[src/rtl/uart_transmitter_pkg.sv]
// rtl/uart_transmitter_pkg.sv - shared UART state encodings and defaults
package uart_transmitter_pkg;

   // Frame sequencing states, shared with the receiver side
   typedef enum logic [2:0] {
      ST_IDLE   = 3'd0,
      ST_START  = 3'd1,
      ST_DATA   = 3'd2,
      ST_PARITY = 3'd3,
      ST_STOP   = 3'd4
   } tx_state_t;

   localparam int DEF_OVERSAMPLE = 16;
   localparam int DEF_DATA_BITS  = 8;

   // Tick counter must reach 2*OVERSAMPLE-1 to time two stop bits as one span
   function automatic int tick_cnt_width(input int oversample);
      return $clog2(oversample * 2);
   endfunction

endpackage

[src/rtl/uart_transmitter_if.sv]
// rtl/uart_transmitter_if.sv - parallel-word handshake between host logic and the transmitter
interface uart_transmitter_if
   import uart_transmitter_pkg::*;
#(
   parameter int DATA_BITS = DEF_DATA_BITS
);
   logic                 tx_start;
   logic [DATA_BITS-1:0] tx_data;
   logic                 tx_busy;
   logic                 tx_done;

   // Host side issues words and watches completion
   modport master (
      output tx_start,
      output tx_data,
      input  tx_busy,
      input  tx_done
   );

   // Transmitter side accepts words and reports progress
   modport slave (
      input  tx_start,
      input  tx_data,
      output tx_busy,
      output tx_done
   );
endinterface

[src/rtl/uart_transmitter.sv]
// rtl/uart_transmitter.sv - UART serial transmitter on a shared oversampled baud tick
module uart_transmitter
   import uart_transmitter_pkg::*;
#(
   parameter int DATA_BITS  = DEF_DATA_BITS,
   parameter int PARITY_EN  = 0,
   parameter int PARITY_ODD = 0,
   parameter int STOP_BITS  = 1,
   parameter int OVERSAMPLE = DEF_OVERSAMPLE
)(
   input  logic              clk,
   input  logic              rstn,
   input  logic              baud_tick,
   uart_transmitter_if.slave tx_if,
   output logic              tx
);
   localparam int TW = tick_cnt_width(OVERSAMPLE);
   localparam int BW = (DATA_BITS > 1) ? $clog2(DATA_BITS) : 1;
   localparam logic [TW-1:0] BIT_LAST  = TW'(OVERSAMPLE - 1);
   localparam logic [TW-1:0] STOP_LAST = TW'(STOP_BITS * OVERSAMPLE - 1);
   localparam logic [BW-1:0] DATA_LAST = BW'(DATA_BITS - 1);
   localparam logic PAR_INIT = (PARITY_ODD != 0);
   localparam logic HAS_PAR  = (PARITY_EN != 0);

   tx_state_t            r_state;
   logic [DATA_BITS-1:0] r_shift;
   logic [TW-1:0]        r_tick_cnt;
   logic [BW-1:0]        r_bit_cnt;
   logic                 r_parity;
   logic                 r_tx;
   logic                 r_busy;
   logic                 r_done;

   logic w_tick_last;
   logic w_bit_end;

   assign tx            = r_tx;
   assign tx_if.tx_busy = r_busy;
   assign tx_if.tx_done = r_done;

   // The stop span covers all stop bits at once; every other state lasts one bit
   always_comb begin
      w_tick_last = 1'b0;
      if (r_state == ST_STOP) begin
         w_tick_last = (r_tick_cnt == STOP_LAST);
      end else begin
         w_tick_last = (r_tick_cnt == BIT_LAST);
      end
      w_bit_end = baud_tick && w_tick_last;
   end

   // Frame sequencer, shifter, counters and registered line/status outputs
   always_ff @(posedge clk or negedge rstn) begin
      if (!rstn) begin
         r_state    <= ST_IDLE;
         r_shift    <= '0;
         r_tick_cnt <= '0;
         r_bit_cnt  <= '0;
         r_parity   <= 1'b0;
         r_tx       <= 1'b1;
         r_busy     <= 1'b0;
         r_done     <= 1'b0;
      end else begin
         r_done <= 1'b0;

         if ((r_state != ST_IDLE) && baud_tick) begin
            r_tick_cnt <= w_bit_end ? '0 : r_tick_cnt + 1'b1;
         end

         case (r_state)
            ST_IDLE: begin
               r_tx   <= 1'b1;
               r_busy <= 1'b0;
               if (tx_if.tx_start) begin
                  r_shift    <= tx_if.tx_data;
                  r_parity   <= PAR_INIT;
                  r_tick_cnt <= '0;
                  r_bit_cnt  <= '0;
                  r_tx       <= 1'b0;
                  r_busy     <= 1'b1;
                  r_state    <= ST_START;
               end
            end

            ST_START: begin
               if (w_bit_end) begin
                  r_bit_cnt <= '0;
                  r_tx      <= r_shift[0];
                  r_state   <= ST_DATA;
               end
            end

            ST_DATA: begin
               if (w_bit_end) begin
                  r_parity <= r_parity ^ r_shift[0];
                  r_shift  <= r_shift >> 1;
                  if (r_bit_cnt == DATA_LAST) begin
                     if (HAS_PAR) begin
                        r_tx    <= r_parity ^ r_shift[0];
                        r_state <= ST_PARITY;
                     end else begin
                        r_tx    <= 1'b1;
                        r_state <= ST_STOP;
                     end
                  end else begin
                     r_bit_cnt <= r_bit_cnt + 1'b1;
                     r_tx      <= r_shift[1];
                  end
               end
            end

            ST_PARITY: begin
               if (w_bit_end) begin
                  r_tx    <= 1'b1;
                  r_state <= ST_STOP;
               end
            end

            ST_STOP: begin
               if (w_bit_end) begin
                  r_tx    <= 1'b1;
                  r_busy  <= 1'b0;
                  r_done  <= 1'b1;
                  r_state <= ST_IDLE;
               end
            end

            default: begin
               r_tx    <= 1'b1;
               r_busy  <= 1'b0;
               r_state <= ST_IDLE;
            end
         endcase
      end
   end

endmodule

[src/flat_wrapper.sv]
// flat-port wrapper written by rule: the top's interface ports become plain ports
module uart_transmitter_flat import uart_transmitter_pkg::*;
#(
   parameter int DATA_BITS  = DEF_DATA_BITS,
   parameter int PARITY_EN  = 0,
   parameter int PARITY_ODD = 0,
   parameter int STOP_BITS  = 1,
   parameter int OVERSAMPLE = DEF_OVERSAMPLE
)
  (clk, rstn, baud_tick, tx, tx_if_tx_start, tx_if_tx_data, tx_if_tx_busy, tx_if_tx_done);
  uart_transmitter_if #(.DATA_BITS(DATA_BITS)) tx_if_i ();
  input  logic clk;
  input  logic rstn;
  input  logic baud_tick;
  output logic tx;
  input wire logic [$bits(tx_if_i.tx_start)-1:0] tx_if_tx_start;
  input wire logic [$bits(tx_if_i.tx_data)-1:0] tx_if_tx_data;
  output wire logic [$bits(tx_if_i.tx_busy)-1:0] tx_if_tx_busy;
  output wire logic [$bits(tx_if_i.tx_done)-1:0] tx_if_tx_done;
  assign tx_if_i.tx_start = tx_if_tx_start;
  assign tx_if_i.tx_data = tx_if_tx_data;
  assign tx_if_tx_busy = tx_if_i.tx_busy;
  assign tx_if_tx_done = tx_if_i.tx_done;
  uart_transmitter #(.DATA_BITS(DATA_BITS), .PARITY_EN(PARITY_EN), .PARITY_ODD(PARITY_ODD), .STOP_BITS(STOP_BITS), .OVERSAMPLE(OVERSAMPLE)) u_core (.clk(clk), .rstn(rstn), .baud_tick(baud_tick), .tx_if(tx_if_i), .tx(tx));
endmodule
[config.mk]
export PLATFORM = sky130hd
export DESIGN_NAME = uart_transmitter_flat
export DESIGN_NICKNAME = d
export VERILOG_FILES = /design/src/rtl/uart_transmitter_pkg.sv /design/src/rtl/uart_transmitter_if.sv /design/src/rtl/uart_transmitter.sv /design/src/flat_wrapper.sv
export SDC_FILE = /design/constraint.sdc
export NUM_CORES = 1
export LEC_CHECK = 0
export ABC_AREA = 1
export CAP_MARGIN = 20
export CORE_AREA = 10 10 60 62
export DETAILED_ROUTE_END_ITERATION = 16
export DIE_AREA = 0 0 70 72
export GPL_TIMING_DRIVEN = 0
export PLACE_DENSITY = 0.81
export REMOVE_ABC_BUFFERS = 1
export SETUP_SLACK_MARGIN = 0.15
export SYNTH_ARGS = -nofsm -noshare
export SYNTH_HDL_FRONTEND = slang
export SYNTH_SLANG_ARGS = --single-unit
[constraint.sdc]
create_clock -name clk -period 1.5 [get_ports clk]
set_input_delay 0.225 -clock clk [delete_from_list [all_inputs] [get_ports clk]]
set_output_delay 0.225 -clock clk [all_outputs]
set_load 0.01 [all_outputs]
==> results.json <==
{
  "htreeDepth": 1,
  "grt-ovfl-total": 0,
  "drc": 0,
  "rows": 18,
  "synth.distinct_cells": 19,
  "setup_viol": 0,
  "dp.final_hpwl_um": 1908,
  "slew_viol_final": 0,
  "diodes": 0,
  "slowest_stage": "dfrtp_2",
  "p_leak_uw": 0.0008919,
  "layout-drive-gt1-share_pct": 32.68,
  "p_comb_share_pct": 58.8,
  "fin_util_pct": 70.58,
  "ant_nets": 0,
  "required_ps": 1710,
  "crit_chain": "a21oi_1, nand2_1, nor2_1, nand2_1, nand2_1, nand2_1",
  "numCtsBuffers": 3,
  "ys_seq_elements": 22,
  "p_int_uw": 1804,
  "fillers": 171,
  "worst-path-max-fanout": 6,
  "multi_input_area_um2": 744.5,
  "ir_drop_mv": 1.328,
  "yosys.area.top_type_share_pct": 41.58,
  "synthTopCellsByArea": "dfrtp_1, nand2_1, nand3_1",
  "switchingPower_uw": 1601,
  "timing_worst_setup_path_type": "flip-flop to flip-flop",
  "critPathCaptureType": "flip-flop",
  "hold_class": "primary input to asynchronous set/reset pin",
  "cap_violations": 0,
  "pin_count": 15,
  "core_area_um2": 2432,
  "status": "finished clean",
  "drt_iter0_drc": 75,
  "synth_common_cells": "nand2_1, dfrtp_1, inv_1",
  "synth_seq_area_share_pct": 43.66,
  "tritoncts": "built",
  "hold_violations": 0,
  "clock_tree.buffer_depth": 2,
  "yosysMostFrequentCell": "nand2_1",
  "cp-start-kind": "flip-flop",
  "fmax_ghz": 0.7141,
  "synthArstFlopShare_pct": 100.0,
  "clockPowerShare_pct": 9.8,
  "gp_congestion": 0.8065,
  "post_drt_wl_per_cell_um": 14.66,
  "slowest_delay_ps": 490,
  "synth_edf_count": 0,
  "rsz0062_at_grt": "yes",
  "initial_utilization_pct": 51.95,
  "fin_skew_ps": 3.439,
  "syn_area_per_cell_um2": 7.434,
  "port-buffer-count": 14,
  "clock-root-buffer": "clkbuf_4",
  "die_h_um": 72,
  "yosysWarnings": 0,
  "syn_inst": 170,
  "max_slew_margin_pct": 35.54,
  "fin_hold_ws_ps": 427.1,
  "num_vias": 1269,
  "seq_power_share_pct": 31.5,
  "grt_start_max_net_pins": 23,
  "antenna_found_initial": 0,
  "synth_area_leader_cell": "dfrtp_1",
  "totalWireLength_um": 3444,
  "cp.arrival_ps": 1610,
  "clkTransAtPathRegs_ps": 120,
  "track_usage_pct": 11.49,
  "grt_first_pass_wirelength_um": 5009,
  "syn2layout_area_growth_pct": 35.84,
  "chipWidth_um": 70,
  "grt_pass1_vias": 1170,
  "seq_area_um2": 555.5,
  "post-route-period-util_pct": 93.36,
  "fin_nets": 221,
  "synth_ff_type": "dfrtp_1",
  "drt_first_pass_iters": 4,
  "die-area_um2": 5040,
  "switching_share_pct": 47.02,
  "syn_area_um2": 1264,
  "avgViaCountPerCell": 5.400,
  "powerDensity_nw_per_um2": 1983,
  "cpMostUsedCell": "nand2_1",
  "post-route-min-period_ps": 1400,
  "worstMarginPinSlew_ps": 963.8,
  "cts.sinks": 22,
  "insertion_delay_ps": 320
}
-- worst max-delay path: cells and delay by family, from the launching register on --
| family | cells | cell delay [ps] |
|---|---|---|
| simple gates | 5 | 480 |
| flops | 1 | 490 |
| compound gates | 1 | 310 |
-- cells in the final DEF, fill, tap and decap left out, drive strengths merged --
cell type      instances
clkdlybuf4s50         11
buf                   17
nor3                   2
dlygate4sd2            2
nand3                 19
inv                   19
nand3b                 1
a21oi                  3
o21ai                  5
nor2                  14
nand2                 79
nand4                  3
clkbuf                 5
dfrtp                 21
ha                     3
dfstp                  1
-- per-stage QoR --
stage               setup WS [ps]  TNS [ps]  instance area [µm²]  power (µW)  instances
floorplan                   238.3         0                 1241        2076        168
global route                54.01         0                 1717        3690        235
CTS                         133.1         0                 1508        2850        221
global placement           -46.42    -410.7                 1419        2364        212
detailed placement         -68.02    -640.8                 1419        2436        212
finish                      99.59         0                 1717        3405        235
-- cell type report --
| type | count | share of cell area, % |
|---|---|---|
| multi-input combinational | 129 | 43.37 |
| clock buffer | 4 | 2.114 |
| sequential | 22 | 32.36 |
| tap | 30 | 2.187 |
| inverter | 19 | 4.592 |
| timing repair buffer | 31 | 15.38 |
-- power by group through the flow --
stage,logic (µW),clock network [µW],registers [µW]
floorplan,1050,0,1030
detailed placement,1380,0,1060
finish,2000,332,1070
global route,2230,365,1100
global placement,1320,0,1040
CTS,1470,335,1040
-- path summary, 6_finish.rpt --
| kind | start | end | slack (ps) | cells past startpoint |
|---|---|---|---|---|
| worst max-delay path | u_core.r_state[0] | u_core.r_bit_cnt[1] | 100 | 6 |
| worst min-delay path | rstn | u_core.r_shift[5] | 430 | 1 |
| worst max register to register | u_core.r_state[0] | u_core.r_bit_cnt[1] | 100 | 6 |
| worst min register to register | u_core.tx_if.tx_busy | u_core.tx_if.tx_busy | 490 | 2 |
| max in group asynchronous | rstn | u_core.r_state[1] | 420 | 1 |
| min in group clk | u_core.tx_if.tx_busy | u_core.tx_if.tx_busy | 490 | 2 |
-- layer usage --
layer | global-route usage, % | part of all wire (%) | up-vias
li1 | - | - | 607
met1 | 12.94 | 40 | 602
met2 | 19.84 | 51 | 51
met3 | 3.265 | 7.4 | 9
met4 | 5.044 | 1.6 | 0
met5 | 0 | 0 | -
-- kinds of logic after synthesis --
family	share of synthesized area (%)
compound gates	3.465
fa+ha+maj	2.971
buf+inv	7.426
flops	43.66
simple gates	42.47
-- sequential cells by signal, summed over array words and instances (netlist names) --
name,cells
u_core.r_shift,8
u_core.r_tick_cnt,5
u_core.r_bit_cnt,3
u_core.r_state,3
u_core.tx,1
u_core.tx_if.tx_busy,1
u_core.tx_if.tx_done,1
-- timing repair --
action | in CTS | in global routing
hold buffers | 0 | 0
gates resized for setup | 10 | 32
cloned | 0 | 2
buffers inserted | 5 | 12
endpoints found under the setup margin | 21 | 20
pin swaps | 2 | 15
Note: power is estimated with default switching activity, not from simulation.
